## src/rtl/wb_write_sched.sv

```systemverilog
// wb_write_sched
//   Writeback port scheduler for the dual-issue pipeline. Up to two register
//   writes per cycle arrive from WB lanes 1 (older) and 2 (younger). They are
//   buffered in a small in-order FIFO and drained one per cycle through the
//   single register-file write port. A stall is raised when the FIFO could
//   not absorb another dual write.
//
//   Optional feature macro: WB_FWD_EN
//     Defined   -> adds the forwarding query ports i_RA1/i_RA2 and
//                  o_fwd_hit1/2, o_fwd_data1/2, which search the FIFO
//                  contents for the youngest pending write to each address.
//     Undefined -> those ports and their compare logic are not built.
//
// Ports:
//   clk, rst_n                   clock (rising edge), async active-low reset
//   i_RegWrite1W/i_WA1W/i_Result1W  lane 1 write request, address, data
//   i_RegWrite2W/i_WA2W/i_Result2W  lane 2 write request, address, data
//   o_stall                      upstream must hold WB inputs this cycle
//   o_we/o_wa/o_wd               register-file write port (FIFO head)
//   o_count                      FIFO occupancy
//   i_RA1/i_RA2                  forwarding query addresses (WB_FWD_EN)
//   o_fwd_hit1/2, o_fwd_data1/2  forwarding results (WB_FWD_EN)

`ifndef D_WIDTH
`define D_WIDTH 32
`endif

module wb_write_sched #(
  parameter int DW    = `D_WIDTH,
  parameter int AW    = 4,
  parameter int DEPTH = 4
) (
  input  logic                    clk,
  input  logic                    rst_n,
  input  logic                    i_RegWrite1W,
  input  logic [AW-1:0]           i_WA1W,
  input  logic [DW-1:0]           i_Result1W,
  input  logic                    i_RegWrite2W,
  input  logic [AW-1:0]           i_WA2W,
  input  logic [DW-1:0]           i_Result2W,
  output logic                    o_stall,
  output logic                    o_we,
  output logic [AW-1:0]           o_wa,
  output logic [DW-1:0]           o_wd,
  output logic [$clog2(DEPTH):0]  o_count
`ifdef WB_FWD_EN
  ,
  input  logic [AW-1:0]           i_RA1,
  input  logic [AW-1:0]           i_RA2,
  output logic                    o_fwd_hit1,
  output logic                    o_fwd_hit2,
  output logic [DW-1:0]           o_fwd_data1,
  output logic [DW-1:0]           o_fwd_data2
`endif
);

  localparam int PW = $clog2(DEPTH);
  localparam int CW = PW + 1;
  // Stall once fewer than two free slots remain.
  localparam logic [CW-1:0] STALL_LVL = CW'(DEPTH - 2);

  // ---- stage p0: FIFO state ----
  logic [PW-1:0] rd_ptr_p0;
  logic [PW-1:0] wr_ptr_p0;
  logic [CW-1:0] count_p0;
  logic [AW-1:0] fifo_wa_p0 [DEPTH];
  logic [DW-1:0] fifo_wd_p0 [DEPTH];

  logic          stall;
  logic          squash1;
  logic          push1;
  logic          push2;
  logic          pop;
  logic [PW-1:0] wr_ptr2;
  logic [CW-1:0] n_push;

  assign stall = count_p0 > STALL_LVL;

  // Same destination on both lanes: only the younger result matters, so the
  // older one never occupies a slot.
  assign squash1 = i_RegWrite1W && i_RegWrite2W && (i_WA1W == i_WA2W);
  assign push1   = !stall && i_RegWrite1W && !squash1;
  assign push2   = !stall && i_RegWrite2W;
  assign pop     = count_p0 != '0;

  // Lane 2 lands directly behind lane 1 when both are pushed.
  assign wr_ptr2 = wr_ptr_p0 + PW'(push1);
  assign n_push  = CW'(push1) + CW'(push2);

  always_ff @(posedge clk or negedge rst_n) begin
    if (!rst_n) begin
      rd_ptr_p0 <= '0;
      wr_ptr_p0 <= '0;
      count_p0  <= '0;
    end else begin
      rd_ptr_p0 <= rd_ptr_p0 + PW'(pop);
      wr_ptr_p0 <= wr_ptr_p0 + PW'(push1) + PW'(push2);
      count_p0  <= count_p0 + n_push - CW'(pop);
    end
  end

  // Slot contents are only meaningful under count, so they carry no reset.
  always_ff @(posedge clk) begin
    if (push1) begin
      fifo_wa_p0[wr_ptr_p0] <= i_WA1W;
      fifo_wd_p0[wr_ptr_p0] <= i_Result1W;
    end
    if (push2) begin
      fifo_wa_p0[wr_ptr2] <= i_WA2W;
      fifo_wd_p0[wr_ptr2] <= i_Result2W;
    end
  end

  // ---- register-file port: head of FIFO ----
  assign o_stall = stall;
  assign o_count = count_p0;
  assign o_we    = pop;
  assign o_wa    = pop ? fifo_wa_p0[rd_ptr_p0] : '0;
  assign o_wd    = pop ? fifo_wd_p0[rd_ptr_p0] : '0;

`ifdef WB_FWD_EN
  // Walk entries from oldest to youngest so the last match seen is the
  // youngest one. Returns {hit, data}.
  function automatic logic [DW:0] fwd_lookup(input logic [AW-1:0] ra);
    logic [DW:0]   res;
    logic [PW-1:0] idx;
    res = '0;
    for (int k = 0; k < DEPTH; k++) begin
      idx = rd_ptr_p0 + PW'(k);
      if ((CW'(k) < count_p0) && (fifo_wa_p0[idx] == ra)) begin
        res = {1'b1, fifo_wd_p0[idx]};
      end
    end
    return res;
  endfunction

  logic [DW:0] fwd1;
  logic [DW:0] fwd2;

  always_comb begin
    fwd1 = fwd_lookup(i_RA1);
    fwd2 = fwd_lookup(i_RA2);
  end

  assign o_fwd_hit1  = fwd1[DW];
  assign o_fwd_data1 = fwd1[DW-1:0];
  assign o_fwd_hit2  = fwd2[DW];
  assign o_fwd_data2 = fwd2[DW-1:0];
`endif

endmodule
```

## config.mk

```make
export PLATFORM = sky130hd
export DESIGN_NAME = wb_write_sched
export DESIGN_NICKNAME = d
export VERILOG_FILES = /design/src/rtl/wb_write_sched.sv
export SDC_FILE = /design/constraint.sdc
export NUM_CORES = 1
export LEC_CHECK = 0
export CORE_ASPECT_RATIO = 1.25
export CORE_MARGIN = 2
export CORE_UTILIZATION = 58
export CTS_BUF_LIST = sky130_fd_sc_hd__clkbuf_8
export DETAILED_ROUTE_END_ITERATION = 8
export GPL_ROUTABILITY_DRIVEN = 0
export MAX_ROUTING_LAYER = met4
export PLACE_DENSITY = 0.9
export SYNTH_ARGS = -nofsm -noshare
export SYNTH_HDL_FRONTEND = slang
export SYNTH_SLANG_ARGS = --single-unit
```

## constraint.sdc

```tcl
create_clock -name clk -period 9.2 [get_ports clk]
set_input_delay 1.38 -clock clk [delete_from_list [all_inputs] [get_ports clk]]
set_output_delay 1.38 -clock clk [all_outputs]
set_load 0.03 [all_outputs]
```

-- Word-level counts from Yosys, hierarchy flattened
Memory sizes are Yosys's and may differ from the RTL's.
Cells that the tools add are included.
- reductions and logical operators: 8
- equal/unequal tests: 1
- magnitude comparators: 1
- multiplexer cells: 6
- $add $sub $neg: 6
- operators by type and width (cell ; number):
    $mux 32 ; 1
    $add 2x1->2 ; 3
    $logic_and 1x1->1 ; 5
    $eq 4x4->1 ; 1
    $mux 1 ; 4
    $mux 4 ; 1
    $add 3x2->3 ; 1
    $gt 3x2->1 const B ; 1
    $reduce_bool 3->1 ; 1
    $sub 3x1->3 ; 1
    $add 1x1->2 ; 1
    $logic_not 1->1 ; 2
- flip-flop bits (word level): 7
- memory bits (writable): 144
- output and inout port bits: 41
- memories: 2
- memory list (name ; words ; bits a word ; read ports ; clocked after memory_dff ; wr ports ; line ; source):
    fifo_wd_p0 ; 4 ; 32 ; 1 ; 0 ; 2 ; 67 ; logic [DW-1:0] fifo_wd_p0 [DEPTH];
    fifo_wa_p0 ; 4 ; 4 ; 1 ; 0 ; 2 ; 66 ; logic [AW-1:0] fifo_wa_p0 [DEPTH];

-- Longest topological paths before layout
Gate-level depths: netlist (run 1).
- word-level depth: 7
- mapped depth: 12
- depth with buffers taken out: 10

-- Least setup slack after synthesis (run 1)
No wires, ideal clock.
- path kind: input to register
- start point: input port i_RegWrite2W
- end point: memory fifo_wa_p0[2][0], enable pin
- arrival: 4.298 ns
- cell stages on the path: 10
- slack: 4.197 ns
- setup time: 0.705 ns
- data required time: 8.495 ns
- path through: buf_4 o2111ai_1 a2111oi_2 nor2_1 ha_1 xnor2_1 nor2_1 nand3_4 clkbuf_8 o21ai_0
- RTL lines (what ; line ; source):
    from (decl) ; 38 ; input logic i_RegWrite2W,
    to (decl) ; 66 ;

==> results.json, run 1 <==
{
  "multi_input_area_um2": 3063,
  "portBuffers": 116,
  "syn_area_um2": 7714,
  "grt_max_degree": 38,
  "htree_levels": 4,
  "die_h_um": 132.9,
  "vias": 4435,
  "worst_r2r_endpoint": "fifo_wd_p0[0][17]",
  "cp_top_family": "buffers and inverters",
  "tightest_slew_ps": 1175,
  "dpl_cell_area_um2": 9049,
  "syn_inst": 445,
  "holdPathEnd": "o_count[2]",
  "period_needed_ps": 5183,
  "drt_iter0_drc": 270,
  "cp-end-kind": "register",
  "skew_ps": 9.587,
  "min_path_type": "register to register",
  "rsz0062_at_grt": "false",
  "nFillCells": 799,
  "ctsHoldBuffers": 0,
  "clkTransAtPathRegs_ps": 80,
  "rrSetupSlack_ps": 5260,
  "drc": 0,
  "synth-async-reset-ratio_pct": 4.636,
  "p_seq_share_pct": 35.1,
  "clockBufferDepth": 2,
  "start_util_pct": 58.82,
  "setup_viol": 0,
  "cts_tree": "done",
  "grt_pass1_wl_um": 25840,
  "cp-start-kind": "input pin",
  "arrival_ps": 5270,
  "ys_types": 36,
  "dr.pass1.iters": 5,
  "power_frac_comb_pct": 48.3,
  "critPathBufInv": 3,
  "grt_usage_pct": 25.21,
  "cap_violations": 0,
  "avgSynthCellArea_um2": 17.33,
  "fmax_mhz": 192.9,
  "core_area_um2": 13110,
  "irDropWorstVdd_mv": 0.2870,
  "fin_crit_sh_pct": 56.34,
  "crit_fanout": 37,
  "p_int_mw": 1.986,
  "criticalPathCategory": "input pin to register",
  "slew_violations": 0,
  "grt_pass1_vias": 4908,
  "cts_buffers": 17,
  "cts_resized": 0,
  "nets": 646,
  "cts_root_buf": "clkbuf_8",
  "ys_seq_area_share_pct": 58.33,
  "cp_slowest_stage_delay_ps": 900,
  "crit_slowest_cell": "nand3_2",
  "startpoint": "i_RegWrite2W",
  "viasPerCell": 5.945,
  "rr_startpoint": "o_count[1]",
  "yosysWarnings": 0,
  "drive_gt1_share_pct": 38.26,
  "die_width_um": 107.2,
  "ant_nets": 0,
  "area_growth_pct": 22.50,
  "sw_frac_of_total_pct": 36.33,
  "antenna_found_initial": 0,
  "postCtsSetupBuffers": 0,
  "worstSkewPairLatency_ps": 450,
  "io_pins": 117,
  "cts_sinks": 151,
  "power_leakage_nw": 3.282,
  "min_path_cells": 3,
  "hold_violations": 0,
  "synth_nets": 528,
  "rows": 47,
  "synth_ff_type": "edfxtp_1",
  "stdcell_area_um2": 9449,
  "hpwl_um": 10230,
  "p_sw_mw": 1.133,
  "ys_ff_latch": 151,
  "p_clk_share_pct": 16.6,
  "seq_area_um2": 4502,
  "max_slew_margin_pct": 21.60,
  "required_ps": 9290,
  "wl_per_cell_um": 22.05,
  "globalRoute.totalOverflow": 0,
  "status": "completed",
  "cp_cell_sequence": "clkdlybuf4s50_1, o2111ai_1, a2111oi_2, buf_4, nor2_1, ha_1, xor2_1, nor2_1, nand3_2, o21ai_4, buf_4",
  "wirelength_um": 16450,
  "finalSetupTns_ps": 0,
  "diodes": 0,
  "synth-edff-count": 144,
  "die_area_um2": 14240,
  "hold_start": "o_count[2]",
  "p_per_area_nw_per_um2": 330.2,
  "reg2reg_depth": 10
}
## routing by layer
metal | vias up | global-route usage (%) | routed length [um]
met5 | - | - | 0
met4 | 0 | 9.091 | 292
met3 | 25 | 5.862 | 1039
met2 | 159 | 43.32 | 8969
met1 | 2256 | 28.69 | 6144
li1 | 1995 | - | -
## cells in the mapped netlist, types with 2 or more instances
cell type | number | share of area [%]
edfxtp_1 | 144 | 56
mux2_2 | 136 | 20
mux4_2 | 36 | 11
nor2b_1 | 36 | 2.9
inv_1 | 13 | 0.63
buf_2 | 10 | 0.65
dfrtp_1 | 7 | 2.3
clkbuf_1 | 6 | 0.29
buf_4 | 5 | 0.49
ha_1 | 5 | 0.81
nor2_1 | 5 | 0.24
mux2i_1 | 4 | 0.52
o21ai_0 | 4 | 0.26
xnor2_1 | 3 | 0.34
xor2_1 | 3 | 0.34
clkbuf_8 | 2 | 0.36
fa_1 | 2 | 0.52
mux2_1 | 2 | 0.29
mux2_4 | 2 | 0.39
nand2_1 | 2 | 0.097
nand2b_1 | 2 | 0.16
nand4b_1 | 2 | 0.23
## power by group through the flow
| stage | sequential, mW | combinational [mW] | clock, mW |
|---|---|---|---|
| after floorplan | 1.08 | 1.02 | 0 |
| after global placement | 1.10 | 1.49 | 0 |
| after detailed placement | 1.11 | 1.52 | 0 |
| after CTS | 1.10 | 1.52 | 0.522 |
| after global routing | 1.11 | 1.60 | 0.549 |
| final | 1.10 | 1.51 | 0.517 |
## flip-flops by register name (all words and copies together), names as in the netlist
register and flops:
fifo_wd_p0 128, o_count 3, rd_ptr_p0 2, wr_ptr_p0 2
fifo_wa_p0 16
## worst max path at each step
stage                             end  slack [ps]  cells after the start
global route         fifo_wd_p0[0][6]        3830                     11
detailed placement  fifo_wd_p0[0][19]        3560                     11
finish              fifo_wd_p0[0][17]        4020                     11
floorplan            fifo_wa_p0[2][0]        4200                     10
global placement    fifo_wd_p0[0][19]        3610                     11
CTS                  fifo_wd_p0[0][6]        4030                     11
## per-stage QoR
stage	setup WS, ps	power [mW]	std cells	hold WS, ps	util, %
global placement	3612	2.588	715	689.1	69.00
detailed placement	3558	2.626	715	715.2	69.00
floorplan	4197	2.107	445	473.4	-
global route	3828	3.258	746	773.7	72.05
CTS	4031	3.143	746	729.3	72.05
finish	4017	3.120	746	724.2	72.05
## worst min-delay path: cells and delay by family (launching register included)
family | cells | cell delay, ps
adder cells (fa/ha/maj) | 1 | 130
buffers and inverters | 1 | 80
XOR/XNOR | 1 | 60
flip-flops | 1 | 420
## cell usage in the layout, fill, tap and decap left out, types with 3 or more instances in the layout
cell type / count
nor2b_1: 36
clkbuf_8: 17
mux2i_1: 4
buf_4: 8
nor2_1: 5
clkinv_1: 4
mux4_2: 36
xor2_1: 3
bufinv_16: 4
xnor2_1: 3
inv_1: 15
edfxtp_1: 144
clkinv_2: 3
dfrtp_1: 5
o21ai_4: 4
mux2_2: 136
clkdlybuf4s50_1: 116
ha_1: 5
## logic make-up (layout without fill, tap and decap cells)
family	count (synthesis)	count (layout)	synth area share [%]
multiplexers	180	180	31.57
flip-flops	151	151	58.33
AND/OR/NAND/NOR	55	55	4.737
buffers and inverters	38	168	2.612
AO/OA/AOI/OAI	8	8	0.7462
adder cells (fa/ha/maj)	7	7	1.330
XOR/XNOR	6	6	0.6814
## cell type report
| type | instances | share of cell area (%) |
|---|---|---|
| flip-flops and latches | 151 | 47.64 |
| multi-input cells | 256 | 32.42 |
| repair buffers | 124 | 12.92 |
| clock buffers | 17 | 2.476 |
| well taps | 171 | 2.264 |
| clock inverters | 14 | 1.761 |
| inverters | 13 | 0.5164 |
Note: power is estimated with default switching activity, not from simulation.
==> run 2: changes to the inputs <==
--- a/config.mk
+++ b/config.mk
@@ -7,12 +7,12 @@
 export LEC_CHECK = 0
 export CORE_ASPECT_RATIO = 1.25
 export CORE_MARGIN = 2
-export CORE_UTILIZATION = 58
+export CORE_UTILIZATION = 51
 export CTS_BUF_LIST = sky130_fd_sc_hd__clkbuf_8
 export DETAILED_ROUTE_END_ITERATION = 8
 export GPL_ROUTABILITY_DRIVEN = 0
 export MAX_ROUTING_LAYER = met4
-export PLACE_DENSITY = 0.9
+export PLACE_DENSITY = 0.84
 export SYNTH_ARGS = -nofsm -noshare
 export SYNTH_HDL_FRONTEND = slang
 export SYNTH_SLANG_ARGS = --single-unit
==> constraint.sdc (replaced) <==
create_clock -name clk -period 4.6 [get_ports clk]
set_input_delay 0.69 -clock clk [delete_from_list [all_inputs] [get_ports clk]]
set_output_delay 0.69 -clock clk [all_outputs]
set_load 0.03 [all_outputs]
==> run 2 against run 1 <==
- via count up 1.3%
- count of clock-buffer cells in the layout unchanged
- utilization down 7.9 points
- die area up 13%
- critical endpoint is now fifo_wd_p0[2][24]
- highest routed layer unchanged
==> results.json, run 2 (synthesis results as in run 1) <==
{
  "antenna_found_initial": 1,
  "wl_per_cell_um": 22.28,
  "grt_max_degree": 38,
  "rrSetupSlack_ps": 1230,
  "status": "completed",
  "hold_violations": 0,
  "period_needed_ps": 3782,
  "irDropWorstVdd_mv": 0.6606,
  "final_cells": 768,
  "fmax_mhz": 264.4,
  "rows": 50,
  "skew_ps": 10.70,
  "globalRoute.totalOverflow": 0,
  "fin_crit_sh_pct": 82.21,
  "p_per_area_nw_per_um2": 661.3,
  "finalSetupTns_ps": 0,
  "htree_levels": 4,
  "rr_startpoint": "o_count[1]",
  "cts_buffers": 17,
  "die_width_um": 114,
  "drc": 0,
  "cp-endpoint": "fifo_wd_p0[2][24]",
  "finalPower_mw": 6.319,
  "pre_cts_slack_ps": 410.9,
  "clockBufferDepth": 2,
  "portBuffers": 116,
  "cts_tree": "done",
  "hpwl_um": 10910,
  "setup_slack_ps": 818.5,
  "dp_cells": 734,
  "tightest_slew_ps": 1141,
  "final_core_util_pct": 64.18,
  "regMostFlops": "fifo_wd_p0",
  "core_area_um2": 14890,
  "slew_violations": 0,
  "cp-start-kind": "input pin",
  "required_ps": 4780,
  "cts_resized": 0,
  "worst_r2r_endpoint": "fifo_wd_p0[2][24]",
  "startpoint": "i_RegWrite2W",
  "area_growth_pct": 23.88,
  "grt_pass1_vias": 4918,
  "die_h_um": 141.5,
  "postCtsSetupBuffers": 0,
  "cap_violations": 0,
  "nets": 654,
  "clkTransAtPathRegs_ps": 80,
  "wirelength_um": 17110,
  "drive_gt1_share_pct": 39.73,
  "min_path_type": "input pin to async pin",
  "cp-end-kind": "register",
  "rsz0062_at_grt": "false",
  "grt_pass1_wl_um": 26410,
  "dr.pass1.iters": 4,
  "reg2reg_depth": 11,
  "io_pins": 117,
  "worstSkewPairLatency_ps": 440,
  "viasPerCell": 5.848,
  "vias": 4491,
  "crit_slowest_cell": "clkdlybuf4s50_1",
  "ant_nets": 0,
  "start_util_pct": 51.81,
  "crit_top_cell": "nor2_1",
  "die_area_um2": 16130,
  "final_cell_mix": "144 x edfxtp_1, 136 x mux2_2, 116 x clkdlybuf4s50_1",
  "drt_iter0_drc": 231,
  "cts_sinks": 151,
  "grt_usage_pct": 22.63,
  "arrival_ps": 3970,
  "cp_slowest_stage_delay_ps": 720,
  "cts_root_buf": "clkbuf_8",
  "largest_reg_flops": 128,
  "ctsHoldBuffers": 0,
  "max_slew_margin_pct": 23.64,
  "power_leakage_nw": 3.308,
  "crit_fanout": 36,
  "cp_cell_sequence": "clkdlybuf4s50_1, o2111ai_1, a2111oi_2, nor2_1, ha_1, xnor2_1, nor2_1, nand3_4, buf_4, mux2_2",
  "final_common_cell": "edfxtp_1",
  "criticalPathCategory": "input pin to register",
  "setup_viol": 0
}
## run 2: where the power goes
| part | switching, mW | internal (mW) | leakage (nW) |
|---|---|---|---|
| Clock | 0.496 | 0.527 | 0.190 |
| Sequential | 0.213 | 2.00 | 1.39 |
| Combinational | 1.64 | 1.44 | 1.73 |
| Total | 2.35 | 3.97 | 3.31 |
## run 2: worst max-delay path, delay by kind of cell
family / cells / cell delay, ps
AO/OA/AOI/OAI: 2 / 640
adder cells (fa/ha/maj): 1 / 220
AND/OR/NAND/NOR: 3 / 350
multiplexers: 1 / 410
buffers and inverters: 2 / 1220
XOR/XNOR: 1 / 400
## run 2: area by class of cell
cell class	instances	area, um2
fillers	1086	5334
flip-flops and latches	151	4502
multi-input cells	256	3072
repair buffers	132	1306
clock buffers	17	234.0
well taps	182	227.7
clock inverters	15	160.2
inverters	13	48.80
diodes	2	5.005
## run 2: per-stage QoR
step | hold slack, ps | cell area (um2)
4_1_cts | 498.7 | 9550
6_report | 517.2 | 9555
2_1_floorplan | 394.4 | 7714
5_1_grt | 510.1 | 9555
3_3_place_gp | 685.9 | 9156
3_5_place_dp | 706.0 | 9156
## run 2: worst min path at each step
stage	to	slack [ps]	depth (start not counted)
after floorplan	o_count[0]	390	0
after global placement	o_count[2]	690	3
after detailed placement	o_count[2]	710	3
after CTS	wr_ptr_p0[1]	500	1
after global routing	wr_ptr_p0[1]	510	1
final	wr_ptr_p0[1]	520	1
## run 2: per-layer routing
metal  track usage (%)  share of wire [%]  routed length, um  vias up
li1                  -                  -                  -     2006
met1             25.64                 39               6672     2303
met2             39.79                 54               9220      155
met3             4.485                4.9                844       27
met4             8.151                2.2                373        0
met5                 -                  0                  0        -
